### config.mk
export PLATFORM = sky130hd
export DESIGN_NAME = ni_apb_top
export DESIGN_NICKNAME = d
export VERILOG_FILES = /design/src/rtl/ni_apb_top.sv
export SDC_FILE = /design/constraint.sdc
export NUM_CORES = 1
export LEC_CHECK = 0
export ABC_AREA = 1
export BUFFER_PORTS_ARGS = -buffer_cell sky130_fd_sc_hd__buf_2
export CORE_ASPECT_RATIO = 1.25
export CORE_MARGIN = 3
export CORE_UTILIZATION = 60
export DETAILED_ROUTE_END_ITERATION = 10
export HOLD_SLACK_MARGIN = 0.06
export PLACE_DENSITY = 0.9
export SYNTH_ARGS = -nofsm -noshare
export SYNTH_HDL_FRONTEND = slang
export SYNTH_SLANG_ARGS = --single-unit
### constraint.sdc
create_clock -name clk -period 4.1 [get_ports clk]
set_clock_uncertainty 0.05 [all_clocks]
set_input_delay 0.41 -clock clk [delete_from_list [all_inputs] [get_ports clk]]
set_output_delay 0.41 -clock clk [all_outputs]
set_load 0.02 [all_outputs]
### src/rtl/ni_apb_top.sv
// NoC flit port to APB requester bridge: gathers a 6-flit request, runs one APB
// transfer, and streams a 4-flit response back to the NoC.

package ni_pkg;
    localparam int TOTAL_FLITS = 6;
    localparam int FLIT_W      = 16;
    localparam int RESP_FLITS  = 4;

    typedef logic [FLIT_W-1:0] flit_t;

    typedef struct packed {
        logic [3:0]  src;
        logic [3:0]  dest;
        logic        wr;
        logic [31:0] addr;
        logic [31:0] wdata;
        logic [15:0] tag;
    } ni_req_s;
endpackage

package apb_pkg;
    typedef struct packed {
        logic [31:0] paddr;
        logic [31:0] pwdata;
        logic        pwrite;
        logic        psel;
        logic        penable;
        logic [3:0]  pstrb;
        logic [2:0]  pprot;
    } apb_req_s;

    typedef struct packed {
        logic [31:0] prdata;
        logic        pready;
        logic        pslverr;
    } apb_resp_s;
endpackage

package fsm_pkg;
    typedef enum logic [2:0] {
        IDLE   = 3'd0,
        RECV   = 3'd1,
        SETUP  = 3'd2,
        ACCESS = 3'd3,
        RESP   = 3'd4
    } state_e;
endpackage

module ni_apb_top
    import ni_pkg::*;
    import apb_pkg::*;
    import fsm_pkg::*;
(
    input  logic      clk,
    input  logic      resetn,
    input  logic [15:0] i_flit,
    input  logic      enable,
    output logic [15:0] o_flit,
    output logic      ready,
    output logic      valid_out,
    input  apb_resp_s apb_resp_signals,
    output apb_req_s  apb_req_signals
);

    state_e      state_q, state_d;
    logic [2:0]  cnt_q, cnt_d;
    logic [1:0]  rcnt_q, rcnt_d;
    ni_req_s     req_q, req_d;
    logic [31:0] rdata_q, rdata_d;
    apb_req_s    apb_q, apb_d;
    flit_t       o_flit_q, o_flit_d;
    logic        ready_q, ready_d;
    logic        valid_q, valid_d;
    logic        accept;

    assign accept = enable && ready_q;

    always_ff @(posedge clk or negedge resetn) begin
        if (!resetn) begin
            state_q  <= IDLE;
            cnt_q    <= '0;
            rcnt_q   <= '0;
            req_q    <= '0;
            rdata_q  <= '0;
            apb_q    <= '0;
            o_flit_q <= '0;
            ready_q  <= 1'b1;
            valid_q  <= 1'b0;
        end else begin
            state_q  <= state_d;
            cnt_q    <= cnt_d;
            rcnt_q   <= rcnt_d;
            req_q    <= req_d;
            rdata_q  <= rdata_d;
            apb_q    <= apb_d;
            o_flit_q <= o_flit_d;
            ready_q  <= ready_d;
            valid_q  <= valid_d;
        end
    end

    // Next values for every output register are formed here so that all
    // outputs change on the same edge as the state they belong to.
    always_comb begin
        state_d  = state_q;
        cnt_d    = cnt_q;
        rcnt_d   = rcnt_q;
        req_d    = req_q;
        rdata_d  = rdata_q;
        apb_d    = apb_q;
        o_flit_d = o_flit_q;
        ready_d  = ready_q;
        valid_d  = valid_q;

        case (state_q)
            IDLE: begin
                if (accept) begin
                    req_d.src  = i_flit[15:12];
                    req_d.dest = i_flit[11:8];
                    req_d.wr   = i_flit[7];
                    cnt_d      = 3'd1;
                    state_d    = RECV;
                end
            end
            RECV: begin
                if (accept) begin
                    case (cnt_q)
                        3'd1:    req_d.addr[31:16]  = i_flit;
                        3'd2:    req_d.addr[15:0]   = i_flit;
                        3'd3:    req_d.wdata[31:16] = i_flit;
                        3'd4:    req_d.wdata[15:0]  = i_flit;
                        default: req_d.tag          = i_flit;
                    endcase
                    if (cnt_q == 3'(TOTAL_FLITS - 1)) begin
                        // Tail: launch SETUP directly from the captured fields.
                        cnt_d          = '0;
                        state_d        = SETUP;
                        ready_d        = 1'b0;
                        apb_d.psel     = 1'b1;
                        apb_d.penable  = 1'b0;
                        apb_d.paddr    = req_q.addr;
                        apb_d.pwrite   = req_q.wr;
                        apb_d.pwdata   = req_q.wr ? req_q.wdata : 32'h0;
                        apb_d.pstrb    = 4'hF;
                        apb_d.pprot    = 3'b000;
                    end else begin
                        cnt_d = cnt_q + 3'd1;
                    end
                end
            end
            SETUP: begin
                apb_d.penable = 1'b1;
                state_d       = ACCESS;
            end
            ACCESS: begin
                if (apb_resp_signals.pready) begin
                    apb_d.psel    = 1'b0;
                    apb_d.penable = 1'b0;
                    rdata_d       = req_q.wr ? 32'h0 : apb_resp_signals.prdata;
                    o_flit_d      = {req_q.dest, req_q.src, req_q.wr,
                                     apb_resp_signals.pslverr, 6'b0};
                    valid_d       = 1'b1;
                    rcnt_d        = '0;
                    state_d       = RESP;
                end
            end
            RESP: begin
                rcnt_d = rcnt_q + 2'd1;
                case (rcnt_q)
                    2'd0: o_flit_d = rdata_q[31:16];
                    2'd1: o_flit_d = rdata_q[15:0];
                    2'd2: o_flit_d = req_q.tag;
                    default: begin
                        o_flit_d = '0;
                        valid_d  = 1'b0;
                        ready_d  = 1'b1;
                        state_d  = IDLE;
                    end
                endcase
            end
            default: state_d = IDLE;
        endcase
    end

    assign o_flit          = o_flit_q;
    assign ready           = ready_q;
    assign valid_out       = valid_q;
    assign apb_req_signals = apb_q;

endmodule

==> run metrics <==
Slew Limit Fails=0; initial antenna violation count=1; CP startpoint kind=register; total grt overflow=0; First-pass DRT Iterations=6; # DRC=0; H-tree lvl count=1; drt total wl=20500 um; DP Cell Count=1234; initial DRC count=613; EDFF count, synth=0; Clock Power Share=24.3%; Most Frequent Cell on Critical Path=nand2_1; commonest non-fill, non-tap cell in the layout=nand2_1; Critical-path top delay cell=dfstp_2; ys async rst share=100%; first-pass GRT wire length=33100 um; post-layout util=71.3%; placed cell areas=9340 sq um; # port buffers=141; worst slew pin tran=1.03 ns; Die ar.=15900 sq um; CP Max Fanout=101; Synth Warn #=0; CTS sink count=215; n_diodes=0; Layout area overhead=15.3%; highest clock rate=0.406 GHz; postcts setup bufs=0; Crit path arrival time=2.83 ns; layout net count=1140; Routed Antenna Nets=0; commonest non-fill, non-tap cells in the layout=nand2_1 (418), dfrtp_1 (214), o21ai_0 (145), buf_2 (140), inv_1 (35); Tmin final=2.46 ns; Horiz. Die Dim=113 um; HPWL after DPL=13400 um; Synth Register Bits=215; status=finished clean; vias in the first global route=6656; Worst setup EP type=register; share of layout cells above drive strength 1=17.1%; routed length per instance=16.1 um; critical path's largest stage delay=0.54 ns; cell breakdown of the critical path=nand2_1, nor2_4, nand2_4, inv_4, nand2_1, nand2_1; Post-synth top flop=dfrtp_1; Core Footprint=14000 sq um; clk root buf=clkbuf_16; Final setup viols=0; PwrDens=731 nW/um^2; fin area=9970 sq um; part of the power in registers=47.3%; TritonCTS Buffers=20; sw frac=36.3%; Peak VDD IR=0.427 mV; setup_tns=0 ns; sequential area share after synthesis=62.2%; Tightest Hold Check Type=primary input to register; RSZ-0062 raised after global routing=no; Max clock buf depth=3; Req. time, crit path=4.47 ns; P_sw=2.65 mW; CTS tree=built; Clock transition at path regs=0.07 ns; Rel. slew slack=31.1%; I/O Pins=145; GPL Wtd Cong=0.863; max cap viols=0; Clk Latency, worst-skew pair=0.48 ns; Int Pwr=4.65 mW; Netlist Area Pre-Place=8650 sq um; post-route clock period utilization=60.0%; row count=48; Cells after Synth=972; Final Non-Filler Cells=1271; Initial Util=61.8%; gr usage total=26.0%; post-synth cell types=25; Avg Cell Area, Syn=8.90 sq um; via-per-instance ratio=5.46; final hold violation count=0; Pleak=5.31 nW; largest net degree at the start of global routing=102; Comb pwr share=28.5%; routed via count=6938; Tot Pwr=7.29 mW; crit path kind=register to register; die height=140 um
-- area by class of cell --
class	count	area, sq um
clock buffers	30	599
fillers	1034	4020
inverters	36	138
clock inverters	6	30.0
repair buffers	146	767
multi-input cells	663	2840
well taps	175	219
flip-flops and latches	215	5380
-- critical path, delay by kind of cell, from the launching register on --
family	cells	cell delay (ns)
flops	1	0.54
buf+inv	1	0.54
simple gates	5	1.16
-- synth_stat cells, types with 2 or more instances --
cell	instances	share of area (%)
nand3_1	22	1.3
inv_1	35	1.5
ha_1	5	0.72
dfrtp_1	214	62
o21ai_1	26	1.5
nand2_2	2	0.14
a21oi_1	11	0.64
buf_4	6	0.52
buf_6	4	0.52
buf_2	26	1.5
o21ai_0	145	8.4
nand2_1	420	18
nor2_1	20	0.87
or2_2	2	0.14
clkbuf_1	24	1.0
-- sequential cells by signal, indices dropped and copies added, names as in the netlist --
name,flops
state_q,3
o_flit,16
rdata_q,32
req_q,89
rcnt_q,2
ready,1
apb_req_signals,68
cnt_q,3
valid_out,1
-- routing by layer --
layer | GRT usage (%) | wire, um | share of wire (%) | vias up
met1 | 34.6 | 8320 | 41 | 3297
met2 | 42.9 | 10000 | 49 | 290
met4 | 11.4 | 783 | 3.8 | 2
li1 | - | - | - | 3297
met3 | 3.76 | 1370 | 6.7 | 52
met5 | 0 | 12 | 0.059 | -
-- final timing paths --
check	cells past startpoint	startpoint	slack [ns]	endpoint
setup / recovery	6	ready$_DFFE_PN1P_	1.64	apb_req_signals[55]$_DFFE_PN0P_
hold / removal	3	apb_resp_signals[27]	0.13	rdata_q[25]$_DFFE_PN0P_
setup reg to reg	6	ready$_DFFE_PN1P_	1.64	apb_req_signals[55]$_DFFE_PN0P_
hold reg to reg	2	req_q[74]$_DFFE_PN0P_	0.42	apb_req_signals[68]$_DFFE_PN0P_
max in group asynchronous	3	resetn	2.56	apb_req_signals[16]$_DFFE_PN0P_
min in group asynchronous	2	resetn	0.43	apb_req_signals[3]$_DFFE_PN0P_
-- cell families (layout without fill, tap and decap cells) --
logic type / after synthesis / in the layout / synth area share (%)
compound gates: 183 / 183 / 10.6
fa+ha+maj: 5 / 5 / 0.723
buf+inv: 96 / 218 / 5.18
flops: 215 / 215 / 62.2
other cells: 1 / 3 / 0.0433
simple gates: 472 / 472 / 21.3
-- per-stage QoR --
stage               hold WS [ns]  worst slack, ns
global route               0.138             1.45
finish                     0.134             1.64
detailed placement         0.404             1.62
CTS                        0.126             1.68
floorplan                 0.0644             2.49
global placement           0.397             1.68
-- power groups by stage --
| stage | clock network (mW) | logic (mW) | registers, mW |
|---|---|---|---|
| after global routing | 1.87 | 2.36 | 3.52 |
| after detailed placement | 0 | 2.07 | 3.45 |
| after CTS | 1.79 | 2.10 | 3.43 |
| final | 1.77 | 2.08 | 3.45 |
| after global placement | 0 | 1.95 | 3.42 |
| after floorplan | 0 | 1.19 | 3.61 |
-- what timing repair did --
item / CTS / global route
hold buffers: 1 / 0
hold endpoints to repair: 71 / 0
endpoints found under the setup margin: 0 / 0
gates resized for setup: 0 / 0
(Power assumes the default switching activity.)
